<file path="src/rtl/mips_dbg_pkg.sv">
// Debug-sequencer state encoding shared by the run controller and the VGA debug view.
package mips_dbg_pkg;

  typedef enum logic [1:0] {
    ST_RUN  = 2'd0,
    ST_HALT = 2'd1,
    ST_STEP = 2'd2,
    ST_BRK  = 2'd3
  } run_state_e;

  localparam int unsigned StepCtrW = 8;

  function automatic logic is_stopped(run_state_e s);
    return (s == ST_HALT) || (s == ST_BRK);
  endfunction

endpackage

</file>
<file path="src/rtl/sync_edge.sv">
// Multi-flop synchroniser for an asynchronous button level plus rising-edge detect.
module sync_edge #(
  parameter int unsigned SYNC_STAGES = 2
) (
  input  logic clk,
  input  logic rst,
  input  logic btn_i,
  output logic rise_o
);

  logic [SYNC_STAGES-1:0] sync_q, sync_d;
  logic                   prev_q, prev_d;

  always_comb begin
    sync_d = {sync_q[SYNC_STAGES-2:0], btn_i};
    prev_d = sync_q[SYNC_STAGES-1];
  end

  always_ff @(posedge clk or posedge rst) begin
    if (rst) begin
      sync_q <= '0;
      prev_q <= 1'b0;
    end else begin
      sync_q <= sync_d;
      prev_q <= prev_d;
    end
  end

  assign rise_o = sync_q[SYNC_STAGES-1] & ~prev_q;

endmodule

</file>
<file path="src/rtl/mips_run_ctrl.sv">
// Run/halt/step/breakpoint sequencer owning the MIPS pipeline enable, plus the
// interrupt pulse gate and enabled-cycle / completed-step statistics.
module mips_run_ctrl
  import mips_dbg_pkg::*;
#(
  parameter int unsigned STEP_CYCLES = 1,
  parameter int unsigned SYNC_STAGES = 2
) (
  input  logic        clk,
  input  logic        rst,
  input  logic        debug_en,
  input  logic        step_btn,
  input  logic        irq_btn,
  input  logic        brk_en,
  input  logic [31:0] brk_pc,
  input  logic [31:0] if_pc,
  output logic        cpu_en,
  output logic        irq_pulse,
  output logic        halted,
  output logic        brk_hit,
  output logic [1:0]  state,
  output logic [31:0] cycle_cnt,
  output logic [15:0] step_cnt
);

  localparam logic [StepCtrW-1:0] StepLast = StepCtrW'(STEP_CYCLES);

  logic step_rise, irq_rise;

  sync_edge #(.SYNC_STAGES(SYNC_STAGES)) u_step_sync (
    .clk    (clk),
    .rst    (rst),
    .btn_i  (step_btn),
    .rise_o (step_rise)
  );

  sync_edge #(.SYNC_STAGES(SYNC_STAGES)) u_irq_sync (
    .clk    (clk),
    .rst    (rst),
    .btn_i  (irq_btn),
    .rise_o (irq_rise)
  );

  run_state_e          state_q, state_d;
  logic [StepCtrW-1:0] step_ctr_q, step_ctr_d;
  logic                armed_q, armed_d;
  logic                pending_q, pending_d;
  logic                halted_q, halted_d;
  logic                brk_hit_q, brk_hit_d;
  logic [31:0]         cycle_cnt_q, cycle_cnt_d;
  logic [15:0]         step_cnt_q, step_cnt_d;
  logic                match, step_done, entering;

  always_comb begin
    // Combinational match freezes the pipeline with brk_pc still held in IF.
    match     = (state_q == ST_RUN) & brk_en & armed_q & (if_pc == brk_pc);
    cpu_en    = ((state_q == ST_RUN) | (state_q == ST_STEP)) & ~match;
    irq_pulse = pending_q & cpu_en;
    step_done = (state_q == ST_STEP) && ((step_ctr_q + 8'd1) == StepLast);

    state_d = state_q;
    unique case (state_q)
      ST_HALT, ST_BRK: begin
        if (!debug_en)      state_d = ST_RUN;
        else if (step_rise) state_d = ST_STEP;
      end
      ST_RUN: begin
        if (match)         state_d = ST_BRK;
        else if (debug_en) state_d = ST_HALT;
      end
      ST_STEP: begin
        if (step_done) state_d = ST_HALT;
      end
    endcase

    step_ctr_d = (state_q == ST_STEP) ? step_ctr_q + 8'd1 : '0;

    // Disarm on entry so resuming/stepping from brk_pc cannot re-trigger at once.
    entering = (state_d != state_q) && ((state_d == ST_RUN) || (state_d == ST_STEP));
    if (entering)    armed_d = 1'b0;
    else if (cpu_en) armed_d = 1'b1;
    else             armed_d = armed_q;

    pending_d   = pending_q ? ~irq_pulse : irq_rise;
    cycle_cnt_d = cycle_cnt_q + {31'd0, cpu_en};
    step_cnt_d  = step_cnt_q + {15'd0, step_done};
    halted_d    = is_stopped(state_d);
    brk_hit_d   = (state_d == ST_BRK);
  end

  always_ff @(posedge clk or posedge rst) begin
    if (rst) begin
      state_q     <= ST_HALT;
      step_ctr_q  <= '0;
      armed_q     <= 1'b0;
      pending_q   <= 1'b0;
      halted_q    <= 1'b1;
      brk_hit_q   <= 1'b0;
      cycle_cnt_q <= '0;
      step_cnt_q  <= '0;
    end else begin
      state_q     <= state_d;
      step_ctr_q  <= step_ctr_d;
      armed_q     <= armed_d;
      pending_q   <= pending_d;
      halted_q    <= halted_d;
      brk_hit_q   <= brk_hit_d;
      cycle_cnt_q <= cycle_cnt_d;
      step_cnt_q  <= step_cnt_d;
    end
  end

  assign state     = state_q;
  assign halted    = halted_q;
  assign brk_hit   = brk_hit_q;
  assign cycle_cnt = cycle_cnt_q;
  assign step_cnt  = step_cnt_q;

endmodule

</file>
<file path="config.mk">
export PLATFORM = sky130hd
export DESIGN_NAME = mips_run_ctrl
export DESIGN_NICKNAME = d
export VERILOG_FILES = /design/src/rtl/mips_dbg_pkg.sv /design/src/rtl/sync_edge.sv /design/src/rtl/mips_run_ctrl.sv
export SDC_FILE = /design/constraint.sdc
export NUM_CORES = 1
export LEC_CHECK = 0
export BUFFER_PORTS_ARGS = -buffer_cell sky130_fd_sc_hd__buf_2
export CAP_MARGIN = 40
export CORE_MARGIN = 10
export CORE_UTILIZATION = 35
export DETAILED_ROUTE_END_ITERATION = 10
export GPL_ROUTABILITY_DRIVEN = 0
export GPL_TIMING_DRIVEN = 0
export PLACE_DENSITY_LB_ADDON = 0.05
export SLEW_MARGIN = 20
export SYNTH_ARGS = -nofsm -noshare
export SYNTH_HDL_FRONTEND = slang
export SYNTH_SLANG_ARGS = --single-unit
</file>
<file path="constraint.sdc">
create_clock -name clk -period 4.5 [get_ports clk]
set_clock_uncertainty 0.05 [all_clocks]
set_input_delay 0.225 -clock clk [delete_from_list [all_inputs] [get_ports clk]]
set_output_delay 0.225 -clock clk [all_outputs]
set_load 0.005 [all_outputs]
</file>
==> results of run 1 <==
[state kept, by name, indices dropped and copies added (netlist names)]
signal,cells
u_step_sync.prev_q,1
u_step_sync.sync_q,2
pending_q,1
step_ctr_q,8
brk_hit,1
state,2
u_irq_sync.sync_q,2
step_cnt,16
cycle_cnt,32
armed_q,1
u_irq_sync.prev_q,1
[metrics by stage]
step                hold WS, ns  util [%]
floorplan                 0.206         -
global placement          0.282      44.9
detailed placement        0.185      45.1
CTS                       0.104      47.9
global route              0.126      47.9
finish                    0.130      47.9
[worst min-delay path: stages]
cell and delay [ns]:
buf_2 0.12, o21ai_0 0.08, nand3b_1 0.08
[logic make-up (layout without fill, tap and decap cells)]
group,Yosys count,in the layout
buffers and inverters,11,154
flip-flops,67,67
XOR/XNOR,84,84
adder cells (fa/ha/maj),6,6
AO/OA/AOI/OAI,10,10
AND/OR/NAND/NOR,111,111
[report_power, final]
group          total (mW)  internal (mW)  switching, mW
Combinational       0.355          0.180          0.175
Sequential          0.777          0.687         0.0898
Clock               0.528          0.300          0.229
[cells in the mapped netlist (2+ instances only)]
cell,instances,area (um2)
dfrtp_1,66,1650
xnor2_1,64,561
nand2_1,22,82.6
nand3_1,20,100
xor2_1,20,175
nor2_1,19,71.3
nand4_1,15,93.8
and3_1,9,56.3
ha_1,6,75.1
inv_1,6,22.5
nor3_1,6,30.0
and4_1,4,35.0
nor4_1,4,25.0
a31oi_1,3,18.8
a21oi_1,2,10.0
and2_1,2,12.5
clkbuf_1,2,7.51
nand3_2,2,20.0
[area by class of cell]
class / instances / area, um2 / area share, %
flip-flops and latches: 67 / 1680 / 39.6
inverters: 7 / 28.8 / 0.679
plain buffers: 4 / 26.3 / 0.620
well taps: 108 / 135 / 3.19
repair buffers: 127 / 666 / 15.7
clock buffers: 12 / 165 / 3.90
clock inverters: 4 / 47.5 / 1.12
multi-input cells: 211 / 1490 / 35.2
[per-layer routing]
metal	routed length, um	GRT usage [%]	vias to the layer above
met5	0	0	-
met4	123	5.50	0
li1	-	-	1264
met3	861	5.53	8
met1	3440	14.8	1121
met2	3220	17.3	108
[what timing repair did]
action | 4_1_cts | 5_1_grt
buffers inserted | 0 | 0
endpoints found under the hold margin | 27 | 0
hold buffers | 3 | 0
[how the worst max path moves through the flow]
stage,startpoint,endpoint,slack [ns],cells past startpoint
6_report,step_ctr_q[0],step_cnt[15],1.21,11
5_1_grt,step_ctr_q[0],step_cnt[15],0.92,11
4_1_cts,step_ctr_q[0],step_cnt[15],1.22,11
3_5_place_dp,step_ctr_q[0],step_cnt[15],1.23,11
3_3_place_gp,step_ctr_q[0],step_cnt[15],1.13,11
2_1_floorplan,step_ctr_q[0],step_cnt[15],1.85,11
==> results.sh, run 1 <==
export IMPL_drt_iter0_markers=118
export IMPL_first_pass_iters=4
export IMPL_synthSimpleGateAreaFrac_pct=19.0
export IMPL_end_kind="flip-flop"
export IMPL_critPathMaxFanout=7
export IMPL_p_total_mw=1.66
export IMPL_ys_types=35
export IMPL_crit_slowest_cell="nor4_1"
export IMPL_crit_reg2reg_capture="step_cnt[15]"
export IMPL_io_pins=124
export IMPL_ir_drop_v=0.000173
export IMPL_dpl_cell_area_um2=3990
export IMPL_clock_path_buffers=2
export IMPL_synth_top_family_by_area="XOR/XNOR gates"
export IMPL_setup_viol=0
export IMPL_gr_total_overflow=0
export IMPL_worst_path_buf_inv=1
export IMPL_fill_cells=851
export IMPL_ys_warn_count=0
export IMPL_syn_area_um2=3220
export IMPL_antenna_found_initial=0
export IMPL_hold_depth=3
export IMPL_worstSetupPathType="reg -> reg"
export IMPL_min_delay_start="debug_en"
export IMPL_clk_pin_slew_ns=0.07
export IMPL_num_vias=2501
export IMPL_clkLatencyLatePin_ns=0.34
export IMPL_cts_made_buffers=9
export IMPL_grt_pass1_vias=2792
export IMPL_r2r_slack_ns=1.21
export IMPL_grt_first_pass_wirelength_um=13000
export IMPL_ys_ff_latch=67
export IMPL_syn_inst=289
export IMPL_hpwl_um=6060
export IMPL_slew_headroom_pct=54.9
export IMPL_worstMarginPinSlew_ns=0.670
export IMPL_fp_dieH_um=116
export IMPL_synthFlopType="dfrtp_1"
export IMPL_clockRootBuffer="clkbuf_8"
export IMPL_fin_setup_tns_ns=0
export IMPL_start_util_pct=36.4
export IMPL_syn_area_per_cell_um2=11.1
export IMPL_drv_cap=0
export IMPL_wl_um=7640
export IMPL_layout_common_cells="buf_2 (123), dfrtp_1 (66), xnor2_1 (64)"
export IMPL_required_ns=4.67
export IMPL_rr_worst_depth=11
export IMPL_fmax_mhz=304
export IMPL_post_drt_via_cell_ratio=4.63
export IMPL_cp_arrival_ns=3.46
export IMPL_dp_cells=521
export IMPL_antenna_cells=0
export IMPL_hold_class="in -> reg"
export IMPL_nets=503
export IMPL_syn_nets=365
export IMPL_ctsResizeCount=0
export IMPL_grt_usage_pct=11.9
export IMPL_synthMuxAreaShare_pct=0
export IMPL_final_common_cell="buf_2"
export IMPL_fin_crit_sh_pct=73.0
export IMPL_drc=0
export IMPL_power_density_nw_per_um2=392
export IMPL_syn2layout_area_growth_pct=31.5
export IMPL_finalHoldViolCount=0
export IMPL_drive_above_1_share_pct=35.0
export IMPL_ys_async_sr_fraction_pct=100
export IMPL_r2r_start="step_ctr_q[0]"
export IMPL_path_delay_family="simple AND/OR/NAND/NOR gates"
export IMPL_cts_tree="yes"
export IMPL_fp_dieArea_um2=13400
export IMPL_stdcell_count=540
export IMPL_wl_per_cell_um=14.2
export IMPL_critical_path_cell_chain="ha_1, clkbuf_1, nand3_1, xor2_1, nand4_1, nor4_1, ha_1, nand3_1, nor3_1, nand3_1, xnor2_1"
export IMPL_status="completed"
export IMPL_design_area_um2=4240
export IMPL_slowest_delay_ns=0.62
export IMPL_dp_slack_ns=1.23
export IMPL_hold_path_endpoint="state[0]"
export IMPL_rows=34
export IMPL_coreArea_um2=8850
export IMPL_ys_seq_area_share_pct=52.1
export IMPL_synth_compound_area_share_pct=2.06
export IMPL_critical_path_most_common_cell="nand3_1"
export IMPL_rsz0062_at_grt="no"
export IMPL_portBuffers=123
export IMPL_cp_start_kind="flip-flop"
export IMPL_postLayoutSetupSlackWorst_ns=1.21
export IMPL_maxSlewViolCount=0
export IMPL_power_leakage_nw=2.11
export IMPL_htreeDepth=3
export IMPL_grt_max_degree=42
export IMPL_synthAdderAreaFrac_pct=2.33
export IMPL_cts_sinks=67
export IMPL_die_width_um=116
export IMPL_synth_xor_area_share_pct=22.8
export IMPL_fin_crit_ns=3.29
export IMPL_synth_edf_count=0
export IMPL_drtAntennaViolNets=0
Note: power is estimated with default switching activity, not from simulation.
==> inputs of run 2 (changes only) <==
Clock period 4.5 ns to 3.1 ns, I/O delays scaled along.
==> run 2 against run 1 <==
Net effect:
- combinational power is 51% higher
- die area stayed put
- via count is 0.28% higher
- count of clock-buffer cells in the layout stayed put
- sequential power is 45% higher
- utilization is 0.52 points higher
- critical path depth stayed put
- register-to-register slack worse by 1.0 ns
==> results.sh, run 2 (synthesized netlist as in run 1, its figures left out) <==
export IMPL_layout_common_cells="buf_2 (123), dfrtp_1 (65), xnor2_1 (64)"
export IMPL_post_drt_via_cell_ratio=4.65
export IMPL_cp_depth=11
export IMPL_drive_above_1_share_pct=36.7
export IMPL_antenna_found_initial=0
export IMPL_final_util_pct=48.4
export IMPL_fp_dieH_um=116
export IMPL_drt_iter0_markers=126
export IMPL_startpoint="step_ctr_q[0]"
export IMPL_io_pins=124
export IMPL_required_ns=3.27
export IMPL_die_width_um=116
export IMPL_slew_headroom_pct=72.5
export IMPL_worstMarginPinSlew_ns=0.409
export IMPL_register_area_um2=1680
export IMPL_fmax_mhz=347
export IMPL_dpl_cell_area_um2=3990
export IMPL_clk_pin_slew_ns=0.08
export IMPL_cp_start_kind="flip-flop"
export IMPL_cts_tree="yes"
export IMPL_gr_total_overflow=0
export IMPL_clockRootBuffer="clkbuf_8"
export IMPL_clock_path_buffers=2
export IMPL_grt_first_pass_wirelength_um=13100
export IMPL_critical_path_cell_chain="ha_1, nand3_1, xor2_1, nand4_1, nor4_4, ha_1, ha_1, nand3_1, nor2_1, nand2_1, xnor2_1"
export IMPL_portBuffers=123
export IMPL_worstSetupPathType="reg -> reg"
export IMPL_htreeDepth=3
export IMPL_start_util_pct=36.4
export IMPL_grt_pass1_vias=2806
export IMPL_crit_slowest_cell="dfrtp_1"
export IMPL_critical_path_most_common_cell="ha_1"
export IMPL_power_density_nw_per_um2=569
export IMPL_fp_dieArea_um2=13400
export IMPL_grt_max_degree=42
export IMPL_fin_crit_sh_pct=93.0
export IMPL_final_common_cell="buf_2"
export IMPL_worst_path_buf_inv=0
export IMPL_setup_viol=0
export IMPL_finalHoldViolCount=0
export IMPL_design_area_um2=4280
export IMPL_fin_crit_ns=2.88
export IMPL_multi_input_comb_area_um2=1540
export IMPL_hold_depth=3
export IMPL_drc=0
export IMPL_min_delay_start="debug_en"
export IMPL_cts_made_buffers=9
export IMPL_p_total_mw=2.44
export IMPL_end_kind="flip-flop"
export IMPL_rows=34
export IMPL_fin_setup_tns_ns=0
export IMPL_drv_cap=0
export IMPL_power_leakage_nw=2.13
export IMPL_fill_cells=845
export IMPL_rsz0062_at_grt="no"
export IMPL_path_delay_family="simple AND/OR/NAND/NOR gates"
export IMPL_r2r_start="step_ctr_q[0]"
export IMPL_num_vias=2508
export IMPL_coreArea_um2=8850
export IMPL_nets=502
export IMPL_wl_per_cell_um=14.3
export IMPL_antenna_cells=0
export IMPL_cts_sinks=67
export IMPL_maxSlewViolCount=0
export IMPL_grt_usage_pct=12.0
export IMPL_wl_um=7680
export IMPL_syn2layout_area_growth_pct=33.0
export IMPL_status="completed"
export IMPL_first_pass_iters=4
export IMPL_slowest_delay_ns=0.44
export IMPL_hold_class="in -> reg"
export IMPL_hpwl_um=6060
export IMPL_clkLatencyLatePin_ns=0.33
export IMPL_critPathMaxFanout=7
export IMPL_largest_reg_flops=32
export IMPL_rr_worst_depth=11
export IMPL_cp_arrival_ns=3.06
export IMPL_worst_hold_slack_ns=0.0577
export IMPL_drtAntennaViolNets=0
export IMPL_ir_drop_v=0.000252
## run 2: what timing repair did
item,in CTS,in global routing
setup buffers,0,0
hold buffers,3,0
cloned,0,0
setup endpoints to repair,15,17
hold endpoints to repair,27,0
gates resized for setup,3,6
## run 2: layer usage
metal	vias to the layer above	GRT usage (%)	routed length [um]	part of all wire [%]
met5	-	0	0	0
met4	0	5.50	123	1.6
met3	8	5.53	861	11
met2	108	17.4	3220	42
met1	1130	14.9	3480	45
li1	1262	-	-	-
## run 2: final cells by class
class,count,share of cell area [%]
timing repair buffer,127,15.5
multi-input combinational,211,35.9
inverter,7,0.672
tap,108,3.16
buffer,3,0.526
sequential,67,39.2
clock inverter,4,1.11
clock buffer,12,3.86
## run 2: power breakdown
group / total, mW / leakage (nW) / switching [mW] / internal (mW)
clock network: 0.769 / 0.108 / 0.334 / 0.435
registers: 1.13 / 0.889 / 0.134 / 0.999
logic: 0.535 / 1.13 / 0.262 / 0.274
total: 2.44 / 2.13 / 0.730 / 1.71
## run 2: final timing paths
path / slack, ns / end
hold reg to reg: 0.30 / u_irq_sync.sync_q[1]
setup reg to reg: 0.22 / step_cnt[12]
hold / removal: 0.06 / state[0]
setup / recovery: 0.22 / step_cnt[12]
min in group asynchronous: 0.29 / step_cnt[8]
max in group asynchronous: 2.18 / cycle_cnt[11]
## run 2: tightest hold or removal path, stage by stage
cell and delay (ns):
buf_2 0.12, o21ai_0 0.08, nand3b_1 0.08
## run 2: through the flow
stage,setup WS [ns],instances
2_1_floorplan,0.450,289
3_3_place_gp,-0.269,520
3_5_place_dp,-0.166,521
4_1_cts,0.0136,540
5_1_grt,0.0169,539
6_report,0.218,539
